`src/rtl/shared_adder_sched.sv`:
```
// Round-robin scheduler sharing one W-bit adder among NREQ requesters.
// Grant one cycle after request; registered sum/cout/id one cycle after grant.
module shared_adder_sched #(
    parameter int NREQ = 4,
    parameter int W    = 8
) (
    input  logic                     clk,
    input  logic                     rst_n,
    input  logic                     ena,
    input  logic [NREQ-1:0]          req,
    input  logic [NREQ*W-1:0]        opa,
    input  logic [NREQ*W-1:0]        opb,
    output logic [NREQ-1:0]          gnt,
    output logic [W-1:0]             res,
    output logic                     cout,
    output logic                     res_valid,
    output logic [$clog2(NREQ)-1:0]  res_id,
    output logic                     busy
);

    localparam int IDW = $clog2(NREQ);

    typedef enum logic {IDLE, EXEC} state_t;

    state_t          state_q, state_d;
    logic [W-1:0]    opa_q, opa_d, opb_q, opb_d;
    logic [W-1:0]    res_q, res_d;
    logic            cout_q, cout_d;
    logic            vld_q, vld_d;
    logic [NREQ-1:0] gnt_q, gnt_d;
    logic [IDW-1:0]  win_q, win_d, ptr_q, ptr_d, id_q, id_d;

    logic [IDW-1:0]  pick;
    logic            pick_vld;
    logic [IDW-1:0]  idx_v;
    int              idx;
    logic [W:0]      sum;

    // First asserted request at or after ptr_q, wrapping modulo NREQ.
    always_comb begin : arb
        pick     = '0;
        pick_vld = 1'b0;
        idx      = 0;
        idx_v    = '0;
        for (int k = 0; k < NREQ; k++) begin
            idx = int'(ptr_q) + k;
            if (idx >= NREQ) begin
                idx = idx - NREQ;
            end
            idx_v = IDW'(idx);
            if (!pick_vld && req[idx_v]) begin
                pick     = idx_v;
                pick_vld = 1'b1;
            end
        end
    end

    assign sum = {1'b0, opa_q} + {1'b0, opb_q};

    always_comb begin : fsm
        state_d = state_q;
        opa_d   = opa_q;
        opb_d   = opb_q;
        win_d   = win_q;
        ptr_d   = ptr_q;
        res_d   = res_q;
        cout_d  = cout_q;
        id_d    = id_q;
        gnt_d   = '0;
        vld_d   = 1'b0;
        case (state_q)
            IDLE: begin
                if (ena && pick_vld) begin
                    opa_d   = opa[int'(pick)*W +: W];
                    opb_d   = opb[int'(pick)*W +: W];
                    gnt_d   = NREQ'(1) << pick;
                    win_d   = pick;
                    ptr_d   = (int'(pick) == NREQ-1) ? '0 : pick + 1'b1;
                    state_d = EXEC;
                end
            end
            EXEC: begin
                // ena is deliberately ignored here: a captured op always completes.
                res_d   = sum[W-1:0];
                cout_d  = sum[W];
                id_d    = win_q;
                vld_d   = 1'b1;
                state_d = IDLE;
            end
            default: state_d = IDLE;
        endcase
    end

    always_ff @(posedge clk or negedge rst_n) begin
        if (!rst_n) begin
            state_q <= IDLE;
            opa_q   <= '0;
            opb_q   <= '0;
            win_q   <= '0;
            ptr_q   <= '0;
            res_q   <= '0;
            cout_q  <= 1'b0;
            id_q    <= '0;
            gnt_q   <= '0;
            vld_q   <= 1'b0;
        end else begin
            state_q <= state_d;
            opa_q   <= opa_d;
            opb_q   <= opb_d;
            win_q   <= win_d;
            ptr_q   <= ptr_d;
            res_q   <= res_d;
            cout_q  <= cout_d;
            id_q    <= id_d;
            gnt_q   <= gnt_d;
            vld_q   <= vld_d;
        end
    end

    assign gnt       = gnt_q;
    assign res       = res_q;
    assign cout      = cout_q;
    assign res_valid = vld_q;
    assign res_id    = id_q;
    assign busy      = (state_q == EXEC);

endmodule
```
`config.mk`:
```
export PLATFORM = sky130hd
export DESIGN_NAME = shared_adder_sched
export DESIGN_NICKNAME = d
export VERILOG_FILES = /design/src/rtl/shared_adder_sched.sv
export SDC_FILE = /design/constraint.sdc
export NUM_CORES = 1
export LEC_CHECK = 0
export CAP_MARGIN = 20
export CELL_PAD_IN_SITES_DETAIL_PLACEMENT = 1
export CELL_PAD_IN_SITES_GLOBAL_PLACEMENT = 2
export CORE_MARGIN = 4
export CORE_UTILIZATION = 26
export CTS_CLUSTER_SIZE = 20
export DETAILED_ROUTE_END_ITERATION = 16
export GPL_ROUTABILITY_DRIVEN = 0
export GPL_TIMING_DRIVEN = 0
export PLACE_DENSITY_LB_ADDON = 0.1
export SYNTH_ARGS = -nofsm -noshare
export SYNTH_HDL_FRONTEND = slang
export SYNTH_SLANG_ARGS = --single-unit
export TNS_END_PERCENT = 10
```
`constraint.sdc`:
```
create_clock -name clk -period 2.2 [get_ports clk]
set_input_delay 0.66 -clock clk [delete_from_list [all_inputs] [get_ports clk]]
set_output_delay 0.66 -clock clk [all_outputs]
set_load 0.05 [all_outputs]
```
==> results.py, run 1 <==
metrics = {
    "setup_path": {
        "startpoint": "res[7]",
        "cpMaxStageDelayCell": "sky130_fd_sc_hd__clkdlybuf4s50_1",
        "max_stage_delay_ps": 810,
        "worst_reg2reg_path_length_in_cells": 7,
        "kind_of_critical_path": "flip-flop to output port",
        "critical-path-top-delay-family": "buffers and inverters",
        "cp_num_cells": 1,
        "worstPathBufferInverterCount": 1,
        "cp.required_ps": 1540,
        "worst_setup_slack_for_register_to_register_paths_ps": 150,
        "worstPathCellList": "clkdlybuf4s50_1",
        "regToRegStartpoint": "opa_q[0]",
        "endpoint": "res[7]",
        "timing.critical_path.from_type": "flip-flop",
        "category_of_the_worst_setup_path_capture_point": "output port",
        "cp_arrival_ps": 1460,
        "timing.critical_path.fanout_max": 2,
        "r2r-end": "cout",
    },
    "synthesis": {
        "synth_top_cell_by_area": "sky130_fd_sc_hd__dfrtp_1",
        "postSynth.asyncResetShare": 1.00,
        "yosys.area.top_type_share": 0.400,
        "syn_nets": 320,
        "yosys_warnings": 0,
        "post-synth-top-count-cell": "sky130_fd_sc_hd__dfrtp_1",
        "synth_instances": 239,
        "syn_avg_cell_area_um2": 9.67,
        "primary_ff_master_synth": "sky130_fd_sc_hd__dfrtp_1",
        "synth_sequential_area_ratio": 0.400,
        "synthTopCellsByArea": "sky130_fd_sc_hd__dfrtp_1, sky130_fd_sc_hd__mux2i_1, sky130_fd_sc_hd__o221ai_1",
        "count_of_flip_flops_with_a_built_in_enable_after_synthesis": 0,
        "ys_ff_latch": 37,
        "library_cells_used_by_synthesis": 44,
        "list_of_most_frequent_post_synthesis_cells": "sky130_fd_sc_hd__dfrtp_1, sky130_fd_sc_hd__nand2_1, sky130_fd_sc_hd__o21ai_0",
        "cell_area_after_synthesis_um2": 2310,
    },
    "cells_and_area": {
        "fillerInstances": 1017,
        "num_antenna_cells": 0,
        "final_area_um2": 3450,
        "post_layout_net_count": 414,
        "drive_above_1_share": 0.0991,
        "instances_no_fill": 441,
        "syn_to_final_growth_pct": 49.1,
    },
    "global_route": {
        "globalRouteOverflowTotal": 0,
        "grt_antenna_before_repair": 0,
        "gr-usage-all-layers": 0.149,
        "grt_first_pass_wirelength_um": 12100,
        "grt_max_degree": 38,
        "via_count_of_the_first_global_routing_pass": 2344,
    },
    "flow_run": {
        "max-cap-violations": 0,
    },
    "drt": {
        "drt.antenna.violating_nets": 0,
        "detailroute.wirelength.met2_um": 3900,
        "routed.top_layer": "met4",
        "dr.first_iter.drc_count": 39,
        "route.vias.total": 2212,
        "drt_drc_violations_left": 0,
        "wl_met1_um": 3420,
        "wl_met3_um": 407,
        "drt-vias-per-instance": 5.02,
        "length_of_the_first_detailed_routing_pass_in_iterations": 4,
        "wl_per_cell_um": 17.6,
        "totalWireLength_um": 7770,
    },
    "status": {
        "run_status": "finished, final reports clean",
    },
    "sta": {
        "max_slew_margin": 0.436,
        "worst-slew-pin-transition_ps": 846,
        "hold_slack_ps": 470,
        "final-hold-violation-count": 0,
        "finalCriticalPeriod_ps": 2120,
        "maxClockFrequency_mhz": 471,
        "skew_ps": 8.08,
        "setup_viol": 0,
        "maxSlewViolCount": 0,
        "grt_setup_unrepaired": "false",
        "min_period_over_period": 0.965,
    },
    "placed_design": {
        "dp_hpwl_um": 6090,
        "dp.cells": 434,
        "postPlaceCellArea_um2": 3310,
        "buffer_ports.inserted": 87,
    },
    "clock_network": {
        "cts.root.buffer_cell": "sky130_fd_sc_hd__clkbuf_8",
        "clock_latency_ps": 290,
        "cts_tree": "done",
        "cts.clk_slew.worst_paths_ps": 80,
        "cts_setup_buffers": 0,
        "clock_tree.buffer_depth": 2,
        "cts_sinks": 37,
        "tritoncts.num_buffers": 5,
        "htree_num_levels": 2,
        "cts_hold_repair.buffers": 0,
    },
    "power_and_ir_drop": {
        "p_total_w": 0.00383,
        "power.switching_fraction": 0.438,
        "cell_internal_pwr_w": 0.00215,
        "comb_power_share": 0.582,
        "netSwitchingPower_w": 0.00168,
        "seq_power_share": 0.292,
        "power.static_leakage_nw": 1.49,
        "irDropWorstVdd_v": 0.000400,
        "power-per-cell-area_nw_per_um2": 1110,
        "power.clock.fraction": 0.126,
    },
    "die": {
        "fp.coreArea_um2": 8680,
        "dieArea_um2": 10500,
        "chipHeight_um": 102,
        "initial_core_util": 0.266,
        "rows": 34,
        "io_pins": 88,
        "floorplan.die.width_um": 102,
    },
    "min_path": {
        "timing.hold.worst.class": "input pin to async pin",
    },
}
-- worst min path at each step --
| stage | from | to | slack, ps | cells after the start |
|---|---|---|---|---|
| after floorplan | rst_n | busy | 360 | 0 |
| after detailed placement | win_q[1] | win_q[1] | 470 | 2 |
| after global routing | win_q[1] | win_q[1] | 520 | 2 |
| after CTS | win_q[0] | win_q[0] | 490 | 2 |
| after global placement | win_q[1] | win_q[1] | 470 | 2 |
| final | rst_n | res[2] | 470 | 1 |
-- registers in the layout (all words and copies together) (netlist names) --
register,flops
opa_q,8
opb_q,8
res,8
gnt,4
ptr_q,2
res_id,2
win_q,2
busy,1
cout,1
res_valid,1
-- power by group through the flow --
stage | registers [W] | logic (W) | clock network (W)
after detailed placement | 0.00114 | 0.00220 | 0
after global placement | 0.00114 | 0.00219 | 0
after CTS | 0.00113 | 0.00224 | 0.000507
final | 0.00112 | 0.00223 | 0.000482
after global routing | 0.00116 | 0.00244 | 0.000538
after floorplan | 0.00147 | 0.00114 | 0
-- kinds of logic (layout without fill, tap and decap cells) --
logic type | count (synthesis) | in the layout | share of synthesized area
AO/OA/AOI/OAI | 76 | 76 | 0.241
XOR/XNOR | 2 | 2 | 0.00758
adder cells (fa/ha/maj) | 10 | 10 | 0.0574
buffers and inverters | 18 | 112 | 0.0406
flip-flops | 37 | 37 | 0.400
multiplexers | 22 | 22 | 0.0996
AND/OR/NAND/NOR | 74 | 74 | 0.153
-- what timing repair did --
| item | 4_1_cts | 5_1_grt |
|---|---|---|
| setup endpoints to repair | 16 | 13 |
| hold endpoints to repair | 0 | 0 |
| gates resized for setup | 9 | 10 |
| gates cloned | 0 | 0 |
| pin swaps | 1 | 1 |
-- routing by layer --
| metal | GRT usage | vias to the layer above |
|---|---|---|
| li1 | - | 1069 |
| met1 | 0.198 | 1087 |
| met2 | 0.253 | 51 |
| met3 | 0.0287 | 5 |
| met4 | 0.0272 | 0 |
| met5 | 0 | - |
-- metrics by stage --
step / utilization / TNS, ps / setup slack, ps
after CTS: 0.394 / -1.99 / -1.99
final: 0.397 / 0 / 76.7
after detailed placement: 0.382 / -8690 / -507
after global routing: 0.397 / 0 / 8.13
after floorplan: - / 0 / 143
after global placement: 0.382 / -27950 / -531
-- cells in the final DEF (no fill, tap or decap), drive strengths merged, types with 2 or more instances in the layout --
cell	count
dlymetal6s2s	2
nand3	16
clkbuf	13
mux2	5
mux2i	17
xnor2	2
nor2	11
nand2b	2
nor2b	3
nor3	2
dfrtp	37
ha	9
dlygate4sd2	3
a21oi	6
clkdlybuf4s50	81
o21a	2
o221ai	16
buf	8
inv	5
nor3b	2
nand2	32
a211oi	2
o21ai	22
o31ai	2
a21o	18
-- area by class of cell --
class / instances / area (µm²) / share of cell area
flip-flops and latches: 37 / 926 / 0.269
well taps: 108 / 135 / 0.0392
inverters: 5 / 18.8 / 0.00544
clock buffers: 7 / 86.3 / 0.0250
plain buffers: 13 / 86.3 / 0.0250
repair buffers: 87 / 867 / 0.251
multi-input cells: 184 / 1330 / 0.385
Note: power is estimated with default switching activity, not from simulation.
==> run 2, diff against run 1 <==
Settings changed: CORE_UTILIZATION 26 to 23.
Clock period 2.2 ns to 1.8 ns, I/O delays scaled along.
==> run 2 against run 1 <==
Net effect: the run now ends with setup timing left; register-to-register slack lost 300 ps; clock power is 83% higher; first-iteration DRC count is 100% higher; flip-flop and latch count unchanged; final area up 8.2%; clock skew up 0.93 ps; sequential power rose by 26%; non-clock buffer count is 11 higher; combinational power increased by 35%; highest routed layer unchanged.
==> results.py, run 2 (same netlist as run 1, synthesis figures left out) <==
metrics = {
    "sta": {
        "finalCriticalPeriod_ps": 1950,
        "setup_viol": 4,
        "maxClockFrequency_mhz": 512,
        "min_period_over_period": 1.09,
        "maxSlewViolCount": 0,
        "final-hold-violation-count": 0,
        "fin_worst_setup_slack_ps": -154,
        "max_slew_margin": 0.618,
        "worst-slew-pin-transition_ps": 573,
        "grt_setup_unrepaired": "true",
        "skew_ps": 9.01,
    },
    "clock_network": {
        "clock_tree.buffer_depth": 2,
        "cts.clk_slew.worst_paths_ps": 80,
        "tritoncts.num_buffers": 5,
        "cts_tree": "done",
        "htree_num_levels": 2,
        "clock_latency_ps": 290,
        "cts.root.buffer_cell": "sky130_fd_sc_hd__clkbuf_8",
        "cts_hold_repair.buffers": 0,
        "cts_sinks": 37,
    },
    "drt": {
        "dr.first_iter.drc_count": 78,
        "drt.antenna.violating_nets": 0,
        "length_of_the_first_detailed_routing_pass_in_iterations": 4,
        "totalWireLength_um": 8310,
        "drt_drc_violations_left": 0,
        "drt-vias-per-instance": 4.75,
        "route.vias.total": 2271,
        "wl_per_cell_um": 17.4,
    },
    "die": {
        "rows": 36,
        "dieArea_um2": 11700,
        "io_pins": 88,
        "floorplan.die.width_um": 108,
        "fp.coreArea_um2": 9770,
        "initial_core_util": 0.237,
        "chipHeight_um": 108,
    },
    "cells_and_area": {
        "post_layout_net_count": 425,
        "syn_to_final_growth_pct": 61.3,
        "instances_no_fill": 478,
        "utilization": 0.382,
        "reg_area_um2": 931,
        "multi_input_area_um2": 1410,
        "fillerInstances": 1130,
        "final_cell_mix": "sky130_fd_sc_hd__clkdlybuf4s50_1, sky130_fd_sc_hd__dfrtp_1, sky130_fd_sc_hd__nand2_1",
        "layout.cells.most_common": "sky130_fd_sc_hd__clkdlybuf4s50_1",
        "drive_above_1_share": 0.200,
        "num_antenna_cells": 0,
    },
    "power_and_ir_drop": {
        "power-per-cell-area_nw_per_um2": 1420,
        "p_total_w": 0.00528,
        "power.static_leakage_nw": 1.62,
        "irDropWorstVdd_v": 0.000449,
    },
    "setup_path": {
        "worst_reg2reg_path_length_in_cells": 7,
        "category_of_the_worst_setup_path_capture_point": "flip-flop",
        "cp_arrival_ps": 2140,
        "timing.critical_path.from_type": "flip-flop",
        "kind_of_critical_path": "flip-flop to flip-flop",
        "cp.required_ps": 1980,
        "worst_setup_slack_for_register_to_register_paths_ps": -150,
        "regToRegStartpoint": "opb_q[0]",
        "r2r-end": "cout",
        "timing.critical_path.fanout_max": 2,
        "endpoint": "cout",
        "startpoint": "opb_q[0]",
    },
    "placed_design": {
        "dp.cells": 460,
        "pre_cts_slack_ps": -793,
        "dp_hpwl_um": 6460,
        "buffer_ports.inserted": 87,
    },
    "status": {
        "run_status": "complete, but fails checks",
        "failing_checks": "setup timing",
    },
    "global_route": {
        "grt_first_pass_wirelength_um": 12800,
        "grt_antenna_before_repair": 0,
        "gr-usage-all-layers": 0.143,
        "via_count_of_the_first_global_routing_pass": 2379,
        "grt_max_degree": 27,
        "globalRouteOverflowTotal": 0,
    },
    "min_path": {
        "timing.hold.worst.class": "input pin to async pin",
    },
    "flow_run": {
        "max-cap-violations": 0,
    },
}
run 2: how the worst min path moves through the flow:
| stage | start | to | slack (ps) | cells past startpoint |
|---|---|---|---|---|
| floorplan | rst_n | busy | 240 | 0 |
| global placement | win_q[0] | win_q[0] | 470 | 2 |
| detailed placement | rst_n | res[3] | 460 | 1 |
| CTS | rst_n | win_q[1] | 140 | 1 |
| global route | rst_n | res[7] | 150 | 1 |
| finish | rst_n | res[3] | 130 | 1 |
run 2: worst max-delay path, stage by stage (launching register included):
cell and delay (ps):
sky130_fd_sc_hd__dfrtp_1 420, sky130_fd_sc_hd__ha_4 180, sky130_fd_sc_hd__fa_2 350, sky130_fd_sc_hd__a21o_1 170, sky130_fd_sc_hd__a21oi_2 160, sky130_fd_sc_hd__o21ai_1 70
sky130_fd_sc_hd__and3b_1 180, sky130_fd_sc_hd__o41a_1 300
run 2: routing by layer:
| layer | part of all wire | track usage |
|---|---|---|
| met3 | 0.054 | 0.0316 |
| met1 | 0.45 | 0.194 |
| met4 | 0.0043 | 0.0243 |
| met2 | 0.50 | 0.237 |
| met5 | 0 | 0 |
run 2: repair_timing:
item	4_1_cts	5_1_grt
resized for setup	53	16
setup buffers	9	2
setup endpoints to repair	46	24
pin swaps	6	5
gates cloned	0	0
run 2: cell type report:
cell class / count / share of cell area
Buffer: 12 / 0.0265
Clock inverter: 3 / 0.0174
Timing Repair Buffer: 99 / 0.259
Multi-Input combinational cell: 184 / 0.379
Clock buffer: 5 / 0.0185
Sequential cell: 37 / 0.250
Inverter: 5 / 0.00503
Tap cell: 133 / 0.0446
run 2: power breakdown:
| part | internal (W) | switching, W | leakage (nW) | total (W) |
|---|---|---|---|---|
| sequential | 0.00115 | 0.000256 | 0.455 | 0.00141 |
| clock | 0.000551 | 0.000329 | 0.0681 | 0.000880 |
| combinational | 0.00136 | 0.00164 | 1.10 | 0.00300 |
| total | 0.00306 | 0.00223 | 1.62 | 0.00528 |
run 2: stage by stage:
stage	TNS (ps)	area, µm²	hold slack, ps
2_1_floorplan	-91.0	2320	244
3_3_place_gp	-47900	3360	469
3_5_place_dp	-16340	3370	461
4_1_cts	-666	3670	140
5_1_grt	-1860	3730	149
6_report	-488	3730	132
==> run 3, diff against run 2 <==
Settings changed: CAP_MARGIN 20 to default.
==> results of run 3 <==
Final layout, timing and power as in run 2 (identical DEF).
